File: src/rtl/alu_types.sv
// Shared ALU operation encoding used by the ALU and every block that issues ALU work.
package alu_types_pkg;

  typedef enum logic [3:0] {
    ALU_AND = 4'b0000,
    ALU_OR  = 4'b0001,
    ALU_ADD = 4'b0010,
    ALU_XOR = 4'b0011,
    ALU_SUB = 4'b0110,
    ALU_SLT = 4'b0111,
    ALU_NOR = 4'b1100
  } alu_control_t;

endpackage

File: src/rtl/alu.sv
// Combinational N-bit ALU: wrapping add/sub with signed overflow, zero and equality flags.
module alu
  import alu_types_pkg::*;
#(
  parameter int unsigned N = 32
) (
  input  logic [N-1:0]  a,
  input  logic [N-1:0]  b,
  input  alu_control_t  control,
  output logic [N-1:0]  result,
  output logic          overflow,
  output logic          zero,
  output logic          equal
);

  always_comb begin
    result   = '0;
    overflow = 1'b0;
    unique case (control)
      ALU_AND: result = a & b;
      ALU_OR:  result = a | b;
      ALU_XOR: result = a ^ b;
      ALU_NOR: result = ~(a | b);
      ALU_ADD: begin
        result   = a + b;
        overflow = (a[N-1] == b[N-1]) && (result[N-1] != a[N-1]);
      end
      ALU_SUB: begin
        result   = a - b;
        overflow = (a[N-1] != b[N-1]) && (result[N-1] != a[N-1]);
      end
      ALU_SLT: result = {{(N-1){1'b0}}, ($signed(a) < $signed(b))};
      default: result = '0;
    endcase
    zero  = (result == '0);
    equal = (a == b);
  end

endmodule

File: src/rtl/alu_arbiter.sv
// Round-robin arbiter sharing one ALU between N_REQ valid/ready requesters,
// one transaction in flight, result held until the granted requester accepts it.
module alu_arbiter
  import alu_types_pkg::*;
#(
  parameter int unsigned N     = 32,
  parameter int unsigned N_REQ = 2
) (
  input  logic                          clk,
  input  logic                          rst,
  input  logic [N_REQ-1:0]              req_valid,
  output logic [N_REQ-1:0]              req_ready,
  input  logic [N_REQ-1:0][N-1:0]       req_a,
  input  logic [N_REQ-1:0][N-1:0]       req_b,
  input  alu_control_t [N_REQ-1:0]      req_control,
  output logic [N_REQ-1:0]              rsp_valid,
  input  logic [N_REQ-1:0]              rsp_ready,
  output logic [N-1:0]                  rsp_result,
  output logic                          rsp_overflow,
  output logic                          rsp_zero,
  output logic                          rsp_equal,
  output logic                          busy
);

  localparam int unsigned GW = (N_REQ > 1) ? $clog2(N_REQ) : 1;

  typedef enum logic [1:0] {IDLE, EXEC, RESP} state_t;

  state_t             r_state, w_next;
  logic [GW-1:0]      r_last_grant, r_grant_id, w_winner;
  logic               w_found, w_accept;
  logic [N-1:0]       r_op_a, r_op_b;
  alu_control_t       r_op_ctl;
  logic [N_REQ-1:0]   r_rsp_valid;
  logic [N-1:0]       r_result, w_alu_result;
  logic               r_ovf, r_zero, r_eq;
  logic               w_alu_ovf, w_alu_zero, w_alu_eq;

  alu #(.N(N)) u_alu (
    .a        (r_op_a),
    .b        (r_op_b),
    .control  (r_op_ctl),
    .result   (w_alu_result),
    .overflow (w_alu_ovf),
    .zero     (w_alu_zero),
    .equal    (w_alu_eq)
  );

  // Search starts one past the last grant so every requester gets a turn.
  always_comb begin
    int unsigned   idx;
    logic [GW-1:0] cand;
    idx      = 0;
    cand     = '0;
    w_found  = 1'b0;
    w_winner = '0;
    for (int unsigned k = 1; k <= N_REQ; k++) begin
      idx  = (32'(r_last_grant) + k) % N_REQ;
      cand = GW'(idx);
      if (!w_found && req_valid[cand]) begin
        w_found  = 1'b1;
        w_winner = cand;
      end
    end
  end

  always_comb begin
    w_next    = r_state;
    req_ready = '0;
    w_accept  = 1'b0;
    unique case (r_state)
      IDLE: begin
        if (w_found && !rst) begin
          req_ready[w_winner] = 1'b1;
          w_accept            = 1'b1;
          w_next              = EXEC;
        end
      end
      EXEC:    w_next = RESP;
      RESP:    if (rsp_ready[r_grant_id]) w_next = IDLE;
      default: w_next = IDLE;
    endcase
  end

  always_ff @(posedge clk or posedge rst) begin
    if (rst) begin
      r_state      <= IDLE;
      r_last_grant <= GW'(N_REQ - 1);
      r_grant_id   <= '0;
      r_op_a       <= '0;
      r_op_b       <= '0;
      r_op_ctl     <= ALU_AND;
      r_rsp_valid  <= '0;
      r_result     <= '0;
      r_ovf        <= 1'b0;
      r_zero       <= 1'b0;
      r_eq         <= 1'b0;
    end else begin
      r_state <= w_next;
      unique case (r_state)
        IDLE: begin
          if (w_accept) begin
            r_op_a       <= req_a[w_winner];
            r_op_b       <= req_b[w_winner];
            r_op_ctl     <= req_control[w_winner];
            r_grant_id   <= w_winner;
            r_last_grant <= w_winner;
          end
        end
        EXEC: begin
          r_result    <= w_alu_result;
          r_ovf       <= w_alu_ovf;
          r_zero      <= w_alu_zero;
          r_eq        <= w_alu_eq;
          r_rsp_valid <= {{(N_REQ-1){1'b0}}, 1'b1} << r_grant_id;
        end
        RESP: begin
          if (rsp_ready[r_grant_id]) r_rsp_valid <= '0;
        end
        default: r_rsp_valid <= '0;
      endcase
    end
  end

  assign rsp_valid    = r_rsp_valid;
  assign rsp_result   = r_result;
  assign rsp_overflow = r_ovf;
  assign rsp_zero     = r_zero;
  assign rsp_equal    = r_eq;
  assign busy         = (r_state != IDLE);

endmodule
File: config.mk
export PLATFORM = sky130hd
export DESIGN_NAME = alu_arbiter
export DESIGN_NICKNAME = d
export VERILOG_FILES = /design/src/rtl/alu_types.sv /design/src/rtl/alu.sv /design/src/rtl/alu_arbiter.sv
export SDC_FILE = /design/constraint.sdc
export NUM_CORES = 1
export LEC_CHECK = 0
export CORE_MARGIN = 5
export CORE_UTILIZATION = 28
export CTS_BUF_LIST = sky130_fd_sc_hd__clkbuf_16
export DETAILED_ROUTE_END_ITERATION = 8
export GPL_ROUTABILITY_DRIVEN = 0
export PLACE_DENSITY = 0.45
export SLEW_MARGIN = 0
export SYNTH_ARGS = -nofsm -noshare
export SYNTH_HDL_FRONTEND = slang
export SYNTH_HIERARCHICAL = 1
export SYNTH_SLANG_ARGS = --single-unit
File: constraint.sdc
create_clock -name clk -period 3.7 [get_ports clk]
set_input_delay 0.74 -clock clk [delete_from_list [all_inputs] [get_ports clk]]
set_output_delay 0.74 -clock clk [all_outputs]
set_load 0.005 [all_outputs]
==> Flow_metrics.wiki <==
{| class="wikitable"
! Metric !! Value
|-
| Number of instances in the synthesized netlist || 1294
|-
| Mean instance size in the synthesized netlist || 8.26 µm²
|-
| Starting DRC count in detailed routing || 1074
|-
| WL per Instance || 21.8 µm
|-
| GRT overflow || 0
|-
| CTS Buf Count || 9
|-
| H-tree levels || 3
|-
| # port buffers || 181
|-
| Die X || 205 µm
|-
| Worst-Skew Late Latency || 0.38 ns
|-
| Global-route usage over all layers || 21.3%
|-
| CP endpoint kind || register
|-
| Clock tree sinks || 109
|-
| Largest fanout of any net on the critical path || 4
|-
| Total Routed Length || 45800 µm
|-
| Number of nets in the final layout || 1822
|-
| Synth warnings || 6
|-
| Vias || 11480
|-
| Die footprint || 0.0422 mm²
|-
| Commonest non-fill, non-tap cells in the layout || 191 x sky130_fd_sc_hd__buf_4, 180 x sky130_fd_sc_hd__clkdlybuf4s50_1, 133 x sky130_fd_sc_hd__nand2_1, 108 x sky130_fd_sc_hd__dfrtp_1, 100 x sky130_fd_sc_hd__inv_1
|-
| Relative area change from synthesis to final layout || 39.8%
|-
| Achievable frequency || 275 MHz
|-
| Total of max-cap violations || 0
|-
| RR Startpoint || r_op_a[3]
|-
| Clock tree from TritonCTS || done
|-
| Per-cell via count in the routed design || 5.47
|-
| Worst hold path type || reg2reg
|-
| Final max-slew violation count || 0
|-
| Number of remaining DRC errors || 0
|-
| Post-Synthesis Cell Area || 0.0107 mm²
|-
| Worst slew margin relative to its limit || 30.7%
|-
| Maximum number of pins on one net before global-route repair || 71
|-
| Global-route wire length before repair || 70000 µm
|-
| Final Hold Violating Endpoints || 0
|-
| Overall power after layout || 0.0176 W
|-
| Top-level I/O count || 182
|-
| Worst setup path end || rsp_zero
|-
| Commonest non-fill, non-tap cell in the layout || sky130_fd_sc_hd__buf_4
|-
| Power per cell area || 1180 mW/mm²
|-
| Vias in the first global route || 11301
|-
| Sequential share of the synthesized area || 25.5%
|-
| Leakage dissipation || 6.35 nW
|-
| Non-Filler Instances || 2099
|-
| Element type at the critical path start || register
|-
| Clock buffer depth || 2
|-
| Net count of the mapped netlist || 1534
|-
| Die Span Y || 205 µm
|-
| Placed insts || 2069
|-
| Beginning of the critical path || r_op_a[3]
|-
| Number of hold buffers added after CTS || 0
|-
| Setup slack, reg-to-reg || 0.06 ns
|-
| Final cycle utilization of the critical path || 98.4%
|-
| Placeable core area || 0.0377 mm²
|-
| VDD IR-drop max || 0.591 mV
|-
| Starting Density || 28.4%
|-
| Final setup skew || 0.0203 ns
|-
| Number of synthesized register bits || 109
|-
| Number of setup violations in the final report || 0
|-
| Initial antenna violation count || 0
|-
| Worst setup path class || reg2reg
|-
| HPWL after detailed placement || 36700 µm
|-
| Post-detailed-route count of antenna-violating nets || 0
|-
| Data required time at the worst endpoint || 3.95 ns
|-
| Share of final-layout standard cells stronger than drive strength 1 || 22.9%
|-
| Number of rows in the core area || 71
|-
| Slew at the pin closest to its max-slew limit || 1.04 ns
|-
| Prevailing post-synth register cell || sky130_fd_sc_hd__dfrtp_1
|-
| Reg clk slew, reported paths || 0.09 ns
|-
| Worst reg2reg path depth || 15
|-
| Unrepaired setup endpoints after global routing || true
|-
| Worst reg2reg path endpoint || rsp_zero
|-
| Detailed-router iteration count before antenna repair || 5
|-
| Root cell of the clock tree || sky130_fd_sc_hd__clkbuf_16
|-
| Count of distinct cell types in the synthesized netlist || 98
|-
| Number of fill cells in the layout || 3927
|-
| Post-layout minimum cycle time || 3.64 ns
|-
| Count of cells along the worst hold path || 1
|-
| Run status || complete, no violations
|-
| Worst EP arrival || 3.89 ns
|-
| EDFF count, synth || 0
|-
| Post-synthesis async set-or-reset flop share || 100%
|}
[Yosys cell counts, types with 10 or more instances]
master                     instances  share of area (%)
sky130_fd_sc_hd__buf_2            21               0.98
sky130_fd_sc_hd__nand3_1          18               0.84
sky130_fd_sc_hd__inv_1           101                3.5
sky130_fd_sc_hd__clkbuf_1         66                2.3
sky130_fd_sc_hd__nor2b_1          10               0.59
sky130_fd_sc_hd__o22ai_1          17                1.0
sky130_fd_sc_hd__mux2i_1          11                1.0
sky130_fd_sc_hd__nor3_1           85                4.0
sky130_fd_sc_hd__a21oi_1          67                3.1
sky130_fd_sc_hd__ha_1             96                 11
sky130_fd_sc_hd__o21ai_1          14               0.66
sky130_fd_sc_hd__nand2_1         134                4.7
sky130_fd_sc_hd__o21ai_0          32                1.5
sky130_fd_sc_hd__nor4_1           12               0.70
sky130_fd_sc_hd__nor2_1           75                2.6
sky130_fd_sc_hd__o21a_1           12               0.84
sky130_fd_sc_hd__a22oi_1          27                1.9
sky130_fd_sc_hd__mux2_2           38                4.0
sky130_fd_sc_hd__nor3_2           10               0.94
sky130_fd_sc_hd__a221o_1          76                7.1
sky130_fd_sc_hd__o31ai_1          15                1.1
sky130_fd_sc_hd__a21o_1           10               0.70
sky130_fd_sc_hd__a31oi_1          12               0.70
sky130_fd_sc_hd__dfrtp_1         108                 25
sky130_fd_sc_hd__o211ai_1         16                1.1
[worst max-delay path, cell delays in order, from the launching register on]
cell,delay [ns]
sky130_fd_sc_hd__dfrtp_1,0.44
sky130_fd_sc_hd__buf_4,0.16
sky130_fd_sc_hd__ha_1,0.20
sky130_fd_sc_hd__a21oi_1,0.30
sky130_fd_sc_hd__o211ai_1,0.20
sky130_fd_sc_hd__a211oi_2,0.32
sky130_fd_sc_hd__o211a_1,0.28
sky130_fd_sc_hd__buf_4,0.16
sky130_fd_sc_hd__o31a_1,0.13
sky130_fd_sc_hd__mux2i_1,0.08
sky130_fd_sc_hd__xnor2_1,0.13
sky130_fd_sc_hd__o211ai_1,0.39
sky130_fd_sc_hd__nor4_2,0.09
sky130_fd_sc_hd__and4b_1,0.20
sky130_fd_sc_hd__and4b_1,0.17
sky130_fd_sc_hd__mux2_2,0.25
[where the power goes]
part	switching [W]	leakage (nW)	total [W]	internal (W)
Sequential	0.000541	1.36	0.00231	0.00177
Clock	0.000503	0.134	0.000958	0.000455
Combinational	0.00792	4.85	0.0143	0.00639
[state kept, by name, indices dropped and copies added, names as in the netlist]
name and count:
r_state 2, r_op_ctl 4, r_op_b 32, rsp_valid 2, rsp_equal 1, r_grant_id 1
rsp_zero 1, rsp_result 32, rsp_overflow 1, r_op_a 32, r_last_grant 1
[metal layers]
layer,global-route usage (%),vias to the layer above,share of wire [%]
li1,-,5405,-
met1,33.6,5587,50
met2,29.7,446,41
met3,3.67,42,7.2
met4,4.90,0,1.7
met5,0,-,0
[layout make-up]
| cell class | count | area, µm² | share of cell area [%] |
|---|---|---|---|
| Timing Repair Buffer | 377 | 3320 | 22.2 |
| Antenna cell | 1 | 2.50 | 0.0167 |
| Inverter | 103 | 389 | 2.60 |
| Sequential cell | 109 | 2730 | 18.3 |
| Multi-Input combinational cell | 982 | 7590 | 50.8 |
| Clock buffer | 9 | 225 | 1.51 |
| Tap cell | 511 | 639 | 4.28 |
| Clock inverter | 7 | 40.0 | 0.268 |
[per-stage QoR]
| stage | worst slack, ns | utilization, % | hold WS (ns) | cell area, µm² | TNS, ns |
|---|---|---|---|---|---|
| floorplan | 0.0877 | - | 0.474 | 10700 | 0 |
| global placement | -0.222 | 37.5 | 0.492 | 14100 | -0.468 |
| detailed placement | -0.204 | 37.5 | 0.497 | 14100 | -0.426 |
| CTS | -0.0253 | 38.7 | 0.513 | 14600 | -0.0402 |
| global route | -0.0813 | 39.7 | 0.526 | 14900 | -0.142 |
| finish | 0.0581 | 39.7 | 0.507 | 14900 | 0 |
[worst min path at each step]
stage,from,end,slack [ns]
detailed placement,rsp_result[23],rsp_result[23],0.50
global placement,rsp_result[21],rsp_result[21],0.49
CTS,rsp_result[23],rsp_result[23],0.51
finish,rsp_result[23],rsp_result[23],0.51
global route,rsp_result[19],rsp_result[19],0.53
floorplan,r_op_ctl[0],r_op_ctl[0],0.47
[repair_timing]
action | in CTS | in global routing
resized for setup | 26 | 66
setup endpoints to repair | 6 | 8
buffers inserted | 3 | 10
pin swaps | 8 | 26
[logic make-up after synthesis]
kind of cell | share of synthesized area [%]
and+or+nand+nor | 20.0
DFF | 25.5
buffers and inverters | 7.80
AOI/OAI and AO/OA | 29.2
muxes | 5.03
xor gates and xnor gates | 0.738
adders and majority gates | 11.6
Power figures use the tool's default switching activity.
